File: config.mk
export PLATFORM = sky130hd
export DESIGN_NAME = lab2_proc_ctrl_dstage
export DESIGN_NICKNAME = d
export VERILOG_FILES = /design/src/rtl/lab2_proc_ctrl_pkg.sv /design/src/rtl/lab2_proc_ctrl_hazard.sv /design/src/rtl/lab2_proc_ctrl_dstage.sv
export SDC_FILE = /design/constraint.sdc
export NUM_CORES = 1
export LEC_CHECK = 0
export BUFFER_PORTS_ARGS = -buffer_cell sky130_fd_sc_hd__buf_2
export CORE_MARGIN = 4
export CORE_UTILIZATION = 46
export CTS_BUF_LIST = sky130_fd_sc_hd__clkbuf_16
export CTS_CLUSTER_DIAMETER = 100
export DETAILED_ROUTE_END_ITERATION = 10
export GPL_TIMING_DRIVEN = 0
export PLACE_DENSITY = 0.78
export SYNTH_ARGS = -nofsm -noshare
export SYNTH_HDL_FRONTEND = slang
export SYNTH_SLANG_ARGS = --single-unit
File: constraint.sdc
create_clock -name clk -period 2.5 [get_ports clk]
set_input_delay 0.25 -clock clk [delete_from_list [all_inputs] [get_ports clk]]
set_output_delay 0.25 -clock clk [all_outputs]
set_load 0.01 [all_outputs]
File: src/rtl/lab2_proc_ctrl_pkg.sv
// Shared decode types and RV32 opcodes for the lab2 processor dpath immediate generator and ctrl stages.
package lab2_proc_ctrl_pkg;

  typedef enum logic [2:0] {
    IMM_I  = 3'd0,
    IMM_S  = 3'd1,
    IMM_B  = 3'd2,
    IMM_U  = 3'd3,
    IMM_J  = 3'd4,
    IMM_IS = 3'd5
  } imm_type_t;

  typedef enum logic [1:0] {
    BYP_RF = 2'd0,
    BYP_X  = 2'd1,
    BYP_M  = 2'd2,
    BYP_W  = 2'd3
  } byp_sel_t;

  localparam logic [6:0] OPC_OP     = 7'b0110011;
  localparam logic [6:0] OPC_OPIMM  = 7'b0010011;
  localparam logic [6:0] OPC_LOAD   = 7'b0000011;
  localparam logic [6:0] OPC_STORE  = 7'b0100011;
  localparam logic [6:0] OPC_BRANCH = 7'b1100011;
  localparam logic [6:0] OPC_LUI    = 7'b0110111;
  localparam logic [6:0] OPC_AUIPC  = 7'b0010111;
  localparam logic [6:0] OPC_JAL    = 7'b1101111;
  localparam logic [6:0] OPC_JALR   = 7'b1100111;

  // x0 is hardwired, so it never aliases a pending write.
  function automatic logic reg_match(input logic wen, input logic [4:0] waddr, input logic [4:0] r);
    return wen & (waddr == r) & (r != 5'd0);
  endfunction

endpackage

File: src/rtl/lab2_proc_ctrl_hazard.sv
// D-stage source/destination compare producing hazard_D and operand bypass selects.
// Build option LAB2_PROC_BYPASS_EN: bypass from X/M/W, stall only on load-use.
module lab2_proc_ctrl_hazard
  import lab2_proc_ctrl_pkg::*;
(
  input  logic [4:0] rs1,
  input  logic [4:0] rs2,
  input  logic       rs1_used,
  input  logic       rs2_used,
  input  logic [4:0] rf_waddr_X,
  input  logic [4:0] rf_waddr_M,
  input  logic [4:0] rf_waddr_W,
  input  logic       rf_wen_X,
  input  logic       rf_wen_M,
  input  logic       rf_wen_W,
  input  logic       is_load_X,
  output logic       hazard,
  output byp_sel_t   op1_byp_sel,
  output byp_sel_t   op2_byp_sel
);
  logic rs1_x, rs1_m, rs1_w, rs2_x, rs2_m, rs2_w;

  assign rs1_x = rs1_used & reg_match(rf_wen_X, rf_waddr_X, rs1);
  assign rs1_m = rs1_used & reg_match(rf_wen_M, rf_waddr_M, rs1);
  assign rs1_w = rs1_used & reg_match(rf_wen_W, rf_waddr_W, rs1);
  assign rs2_x = rs2_used & reg_match(rf_wen_X, rf_waddr_X, rs2);
  assign rs2_m = rs2_used & reg_match(rf_wen_M, rf_waddr_M, rs2);
  assign rs2_w = rs2_used & reg_match(rf_wen_W, rf_waddr_W, rs2);

`ifdef LAB2_PROC_BYPASS_EN
  // Load data is not available until M, so only a load in X forces a stall.
  assign hazard = is_load_X & (rs1_x | rs2_x);

  always_comb begin
    op1_byp_sel = BYP_RF;
    if (rs1_x)      op1_byp_sel = BYP_X;
    else if (rs1_m) op1_byp_sel = BYP_M;
    else if (rs1_w) op1_byp_sel = BYP_W;
    op2_byp_sel = BYP_RF;
    if (rs2_x)      op2_byp_sel = BYP_X;
    else if (rs2_m) op2_byp_sel = BYP_M;
    else if (rs2_w) op2_byp_sel = BYP_W;
  end
`else
  logic unused_load;

  assign unused_load = is_load_X;
  assign hazard      = rs1_x | rs1_m | rs1_w | rs2_x | rs2_m | rs2_w;
  assign op1_byp_sel = BYP_RF;
  assign op2_byp_sel = BYP_RF;
`endif

endmodule

File: src/rtl/lab2_proc_ctrl_dstage.sv
// Decode-stage controller: D valid bit, instruction decode, stall/squash/bypass control, stall counter.
// Build option LAB2_PROC_BYPASS_EN selects bypassing in lab2_proc_ctrl_hazard.
module lab2_proc_ctrl_dstage
  import lab2_proc_ctrl_pkg::*;
#(
  parameter int CNT_W = 32
) (
  input  logic             clk,
  input  logic             reset,
  input  logic             val_FD,
  input  logic [31:0]      inst_D,
  input  logic             squash_D,
  input  logic             ostall_X,
  input  logic [4:0]       rf_waddr_X,
  input  logic [4:0]       rf_waddr_M,
  input  logic [4:0]       rf_waddr_W,
  input  logic             rf_wen_X,
  input  logic             rf_wen_M,
  input  logic             rf_wen_W,
  input  logic             is_load_X,
  output logic             reg_en_D,
  output logic             ostall_D,
  output logic             val_DX,
  output logic [2:0]       imm_type_D,
  output logic             op2_sel_D,
  output logic [1:0]       op1_byp_sel_D,
  output logic [1:0]       op2_byp_sel_D,
  output logic             illegal_D,
  output logic [CNT_W-1:0] stall_cnt
);
  logic             val_D_q, val_D_d;
  logic [CNT_W-1:0] stall_cnt_q, stall_cnt_d;
  logic [6:0]       opcode;
  logic [2:0]       funct3;
  logic             legal, rs1_used, rs2_used, op2_sel;
  logic             hazard_D, stall_D;
  imm_type_t        imm_type;
  byp_sel_t         op1_byp, op2_byp;
  logic             unused_inst;

  assign opcode      = inst_D[6:0];
  assign funct3      = inst_D[14:12];
  assign unused_inst = ^{inst_D[31:25], inst_D[11:7]};

  always_comb begin
    imm_type = IMM_I;
    op2_sel  = 1'b1;
    rs1_used = 1'b0;
    rs2_used = 1'b0;
    legal    = 1'b1;
    case (opcode)
      OPC_OP:     begin op2_sel = 1'b0; rs1_used = 1'b1; rs2_used = 1'b1; end
      OPC_OPIMM:  begin
                    rs1_used = 1'b1;
                    if (funct3 == 3'b001 || funct3 == 3'b101) imm_type = IMM_IS;
                  end
      OPC_LOAD,
      OPC_JALR:   rs1_used = 1'b1;
      OPC_STORE:  begin imm_type = IMM_S; rs1_used = 1'b1; rs2_used = 1'b1; end
      OPC_BRANCH: begin imm_type = IMM_B; op2_sel = 1'b0; rs1_used = 1'b1; rs2_used = 1'b1; end
      OPC_LUI,
      OPC_AUIPC:  imm_type = IMM_U;
      OPC_JAL:    imm_type = IMM_J;
      default:    legal = 1'b0;
    endcase
  end

  // Gating the source flags with val_D keeps the bypass selects at RF while D is empty.
  lab2_proc_ctrl_hazard u_hazard (
    .rs1         (inst_D[19:15]),
    .rs2         (inst_D[24:20]),
    .rs1_used    (val_D_q & rs1_used),
    .rs2_used    (val_D_q & rs2_used),
    .rf_waddr_X  (rf_waddr_X),
    .rf_waddr_M  (rf_waddr_M),
    .rf_waddr_W  (rf_waddr_W),
    .rf_wen_X    (rf_wen_X),
    .rf_wen_M    (rf_wen_M),
    .rf_wen_W    (rf_wen_W),
    .is_load_X   (is_load_X),
    .hazard      (hazard_D),
    .op1_byp_sel (op1_byp),
    .op2_byp_sel (op2_byp)
  );

  assign stall_D       = val_D_q & (hazard_D | ostall_X);
  assign ostall_D      = stall_D;
  assign reg_en_D      = ~stall_D | squash_D;
  assign illegal_D     = val_D_q & ~legal;
  assign val_DX        = val_D_q & ~stall_D & ~squash_D & ~illegal_D;
  assign imm_type_D    = imm_type;
  assign op2_sel_D     = op2_sel;
  assign op1_byp_sel_D = op1_byp;
  assign op2_byp_sel_D = op2_byp;
  assign stall_cnt     = stall_cnt_q;

  always_comb begin
    val_D_d     = reg_en_D ? val_FD : val_D_q;
    stall_cnt_d = stall_cnt_q + CNT_W'(stall_D);
  end

  always_ff @(posedge clk or posedge reset) begin
    if (reset) begin
      val_D_q     <= 1'b0;
      stall_cnt_q <= '0;
    end else begin
      val_D_q     <= val_D_d;
      stall_cnt_q <= stall_cnt_d;
    end
  end

endmodule
Word-level counts from Yosys, hierarchy flattened
Index checks and enable logic that the tools add are counted.
{ "totals": {"reg_bits": 33, "out_inout_bits": 44, "elab_cells": 70} }
{ "classes": {"add_sub_neg": 1, "eq_ne": 17, "muxes": 6, "bitwise": 36, "n_reduce_logical": 8} }
{ "op_table": {"columns": ["op", "n"], "rows": [
  ["32-bit by 1-bit adder with 32-bit output", 1],
  ["5-bit == test", 6],
  ["1-bit bitwise AND", 25],
  ["7-bit by 6-bit == test with 1-bit output (second input constant)", 3],
  ["7-bit == test (second input constant)", 3],
  ["3-bit case mux with 5 select lines", 1],
  ["7-bit by 5-bit == test with 1-bit output (second input constant)", 2],
  ["5-bit nonzero test", 2],
  ["9-bit OR reduction", 1],
  ["7-bit by 2-bit == test with 1-bit output (second input constant)", 1],
  ["1-bit OR", 7],
  ["6-bit OR reduction", 1],
  ["1-bit two-way mux", 4],
  ["1-bit NOT", 4],
  ["2-bit OR reduction", 2],
  ["3-bit by 1-bit == test with 1-bit output (second input constant)", 1],
  ["3-bit == test (second input constant)", 1],
  ["3-bit two-way mux", 1],
  ["3-bit OR reduction", 1],
  ["1-bit logical OR", 1]
]} }

Depth between registers and ports, before layout
{ "logic_depth": {"depth_word": 16, "ltp_mapped": 13, "mapped_depth_nobuf": 12} }

Modules after synthesis
A second synthesis with hierarchy kept.
{ "hier_totals": {"cells_unflattened": 207, "area_unflattened_um2": 2047.0} }
{ "modules_own_cells": {"columns": ["mod", "n_inst", "cells_each", "area_per_inst_um2", "seq_area_each_um2"], "rows": [
  ["lab2_proc_ctrl_dstage", 1, 153, 1639.1, 825.8],
  ["lab2_proc_ctrl_hazard", 1, 54, 407.9, 0.0]
]} }

Worst setup path after synthesis
No wires, ideal clock.
{ "synth_timing": {"path_kind": "in2reg", "start": "in inst_D[3]", "end": "reg stall_cnt_q[31] (netlist: stall_cnt[31])", "setup_time_ps": 124, "arrival_time_ps": 2582, "setup_slack_ps": -207, "cell_stages": 11, "n_path_buf": 0, "path_cell_list": "nand3b_1 -> or3b_1 -> a211oi_2 -> o31a_1 -> o21a_1 -> ha_1 -> and4_1 -> nand4_1 -> and3b_4 -> nand4_2 -> xnor2_1"} }
{ "synth_between": {"elab_chain_len": 13} }
{ "synth_rtl": {"columns": ["item", "line", "source"], "rows": [
  ["start: declaration", "lab2_proc_ctrl_dstage.sv:11", "input logic [31:0] inst_D,"],
  ["7-bit by 5-bit == test with 1-bit output (tied with other cells)", "lab2_proc_ctrl_dstage.sv:51", "case (opcode)"],
  ["6-bit OR reduction (no line)", null, null],
  ["1-bit two-way mux", "lab2_proc_ctrl_dstage.sv:51", null],
  ["1-bit bitwise AND", "lab2_proc_ctrl_dstage.sv:72", ".rs1_used (val_D_q & rs1_used),"],
  ["1-bit bitwise AND, on equally long branches", "lab2_proc_ctrl_hazard.sv:23, lab2_proc_ctrl_hazard.sv:24", null],
  ["1-bit OR (4 in a row)", "lab2_proc_ctrl_hazard.sv:48", "assign hazard = rs1_x | rs1_m | rs1_w | rs2_x | rs2_m | rs2_w;"],
  ["1-bit OR *", "lab2_proc_ctrl_hazard.sv:48", null],
  ["1-bit OR *", "lab2_proc_ctrl_dstage.sv:86", "assign stall_D = val_D_q & (hazard_D | ostall_X);"],
  ["1-bit bitwise AND *", "lab2_proc_ctrl_dstage.sv:86", null],
  ["named net ostall_D", "lab2_proc_ctrl_dstage.sv:22", "output logic ostall_D,"],
  ["32-bit by 1-bit adder with 32-bit output *", "lab2_proc_ctrl_dstage.sv:99", "stall_cnt_d = stall_cnt_q + CNT_W'(stall_D);"],
  ["named net stall_cnt_d[31]", "lab2_proc_ctrl_dstage.sv:32", "logic [CNT_W-1:0] stall_cnt_q, stall_cnt_d;"],
  ["end signal: assignment", "lab2_proc_ctrl_dstage.sv:108", "stall_cnt_q <= stall_cnt_d;"],
  ["end: declaration", "lab2_proc_ctrl_dstage.sv:32", null]
]} }
Mark *: on every way through the listed nets, which the timed path passes. The rest lies on a longest branch.
A chain may end at the register's enable or synchronous reset.

Worst setup path in the final report
{ "layout_timing": {"start": "in inst_D[3]", "end": "reg stall_cnt_q[31] (netlist: stall_cnt[31])"} }
{ "layout_between": {"elab_chain_len": 13} }
{ "layout_rtl": {"columns": ["item", "line"], "rows": [
  ["7-bit by 5-bit == test with 1-bit output (tied with other cells)", "lab2_proc_ctrl_dstage.sv:51"],
  ["6-bit OR reduction (no line)", null],
  ["1-bit two-way mux", "lab2_proc_ctrl_dstage.sv:51"],
  ["1-bit bitwise AND", "lab2_proc_ctrl_dstage.sv:72"],
  ["1-bit bitwise AND, on equally long branches", "lab2_proc_ctrl_hazard.sv:23, lab2_proc_ctrl_hazard.sv:24"],
  ["1-bit OR (4 in a row)", "lab2_proc_ctrl_hazard.sv:48"],
  ["1-bit OR *", "lab2_proc_ctrl_hazard.sv:48"],
  ["1-bit OR *", "lab2_proc_ctrl_dstage.sv:86"],
  ["1-bit bitwise AND *", "lab2_proc_ctrl_dstage.sv:86"],
  ["32-bit by 1-bit adder with 32-bit output *", "lab2_proc_ctrl_dstage.sv:99"],
  ["named net stall_cnt_d[31]", "lab2_proc_ctrl_dstage.sv:32"]
]} }
Marks and branches as above.

==> run summary <==
outcome - finished with violations
failing checks - negative setup slack
largest family of logic cells by synthesized area - XOR/XNOR gates
fin nets - 371
R2R depth - 7
dpl ws - -615 ps
Die Y-Extent - 75.0 µm
initial antenna violation count - 0
RSZ-0062 raised after global routing - yes
critical path required time - 2660 ps
period utilisation layout - 104%
leakage power - 0.00152 µW
Adder-Cell Fraction of Synth Area - 1.21%
register area share after synthesis - 40.0%
worst relative slew slack - 65.5%
I/O Pins - 100
Tmin final - 2610 ps
area delta synth->final - 44.8%
mux share of post-synthesis cell area - 0.485%
Initial Util - 47.4%
grt ovf - 0
area leader, netlist - dfrtp_1
port bufs - 80
synth top area cells - dfrtp_1 (40%), xnor2_1 (15%), xor2_1 (11%)
drt pass-1 iters - 4
ANT cells - 0
first-pass GRT wire length - 7.98 mm
PwrDens - 528 mW/mm²
CP arrival - 2770 ps
wire length per cell - 14.8 µm
Critical Path Source Type - input port
number of flops mapped to enable cells by yosys - 0
clk root buf - clkbuf_16
Worst IR Drop VDD - 0.000598 V
Setup WS post-layout - -111 ps
Die Width - 75.0 µm
Rows - 24
Worst Tran Pin Value - 516 ps
CORE AREA - 0.00435 mm²
asr flop ratio synth - 100%
crit path capture type - flip-flop
Yosys warning total - 0
Routed WL - 5.43 mm
met2 Track Usage GR - 31.2%
Worst-path clk slew - 50 ps
Post-Synth XOR/XNOR Area - 25.5%
DP Wirelength - 3.83 mm
Synth Flop Type - dfrtp_1
area of the multi-input gates - 0.00131 mm²
CTS buffer count - 5
Setup-failing EPs final - 12
#FFs+latches synth - 33
worst r2r src - val_D_q$_DFFE_PP0P_
vias in the first global route - 1772
Post-Syn Area - 0.00206 mm²
clock sinks - 33
syn_area_per_cell - 10.1 µm²
post-synthesis simple-gate area fraction - 24.6%
DRC viols - 0
vias per inst - 5.25
clock tree buffer depth - 2
library cells used by synthesis - 42
Max Cap Violations - 0
GR Util met1 - 22.8%
Fillers - 336
TritonCTS clock tree - done
# H-tree levels - 2
GR Util met3 - 3.60%
busiest layer in global routing - met2
FF+latch area - 826 µm²
crit-path max FO - 4
die area - 0.00562 mm²
Mapped Cells - 205
Final ANT Viol Nets - 0
layout cells sized above 1 - 42.4%
Worst Setup SP - inst_D[3]
setup TNS - -775 ps
Hold Crit Class - input port to async pin
Slew Viols, Final - 0
largest net degree at the start of global routing - 34
gr usage total - 18.3%
Setup CP Type - input port to flip-flop
clock skew - 5.02 ps
global placement routability congestion - 0.772
via count - 1920
Synth top area share - 40.0%
final hold viol count - 0
compound-cell area share of the yosys netlist - 5.88%
max frequency - 383 MHz
later-pin clock latency in the skew report - 270 ps
initial DRC count - 74
-- power by group --
part	switching (µW)	total [µW]	internal, µW
logic	136	274	138
clock network	206	668	462
registers	62.9	638	575
total	404	1580	1180
-- area by class of cell --
cell class                      instances  share of cell area [%]
Sequential cell                        33                    27.6
Clock inverter                          3                    1.26
Multi-Input combinational cell        167                    43.8
Timing Repair Buffer                   98                    19.4
Inverter                                3                   0.377
Tap cell                               52                    2.18
Buffer                                  5                    1.13
Clock buffer                            5                    4.19
-- critical path: stages --
cell      delay [ps]
buf_6             90
nand3b_1         180
or3b_4           410
a211oi_4         190
o31a_1           190
o21a_1           180
ha_4             170
and4_1           220
nand4_1          250
and3b_4          430
nand4_2           80
xnor2_1          130
-- metrics by stage --
step                      hold slack, ps  util, %  power [µW]  cell area, µm²  instances
after floorplan                      364        -         750            2080        208
after global placement               453     58.4         863            2540        340
after detailed placement             462     58.4         871            2540        340
after CTS                            196     65.3        1560            2840        358
after global routing                23.6     68.6        1650            2990        366
final                              0.468     68.6        1580            2990        366
-- worst paths after layout --
path                                            to  slack (ps)
min                        stall_cnt[13]$_DFF_PP0_         0.5
max reg2reg                stall_cnt[31]$_DFF_PP0_         550
min reg2reg                stall_cnt[31]$_DFF_PP0_         460
max in group asynchronous   stall_cnt[5]$_DFF_PP0_        2010
max                        stall_cnt[31]$_DFF_PP0_        -110
min in group clk               val_D_q$_DFFE_PP0P_         190
-- flip-flops by register name, indices dropped and copies added (netlist names) --
register   cells
stall_cnt     32
val_D_q        1
-- cells by family (layout without fill, tap and decap cells) --
| logic type | Yosys count | in the layout |
|---|---|---|
| AOI/OAI and AO/OA | 15 | 15 |
| xor gates and xnor gates | 60 | 60 |
| adders and majority gates | 2 | 2 |
| buffers and inverters | 8 | 114 |
| DFF | 33 | 33 |
| muxes | 1 | 1 |
| other | 1 | 4 |
| and+or+nand+nor | 85 | 85 |
-- what timing repair did --
item / CTS / global route
endpoints found under the hold margin: 0 / 0
pin swaps: 8 / 10
resized for setup: 16 / 13
setup buffers: 10 / 7
endpoints found under the setup margin: 22 / 24
hold buffers: 0 / 0
-- placed cells by master, fill, tap and decap left out, drive strengths merged, types with 2 or more instances in the layout --
master,synthesis,routed
a211oi,2,2
xnor2,35,35
o21bai,3,3
conb,1,4
or3b,2,2
nand2,20,20
clkbuf,1,6
nor2,13,13
and3b,2,2
inv,3,4
nor2b,4,4
ha,2,2
nor4,5,5
xor2,25,25
or4,2,2
o21ai,2,2
and4,4,4
o31a,2,2
dfrtp,33,33
nand4,11,11
buf,4,102
nand3,8,8
and3,7,7
-- synthesized netlist by cell type, types with 3 or more instances --
cell type and number:
xnor2_1 35, dfrtp_1 33, xor2_1 25, nand2_1 20, nor2_1 13, nand4_1 9, nand3_1 8, and3_1 7
and4_1 4, buf_4 4, nor2b_1 4, nor4_1 4, inv_1 3, o21bai_1 3
-- metal layers --
| layer | share of wire [%] | routed length (µm) | up-vias |
|---|---|---|---|
| li1 | - | - | 931 |
| met1 | 40 | 2200 | 913 |
| met2 | 51 | 2790 | 63 |
| met3 | 5.7 | 310 | 13 |
| met4 | 2.4 | 133 | 0 |
| met5 | 0 | 0 | - |
(Power assumes the default switching activity.)
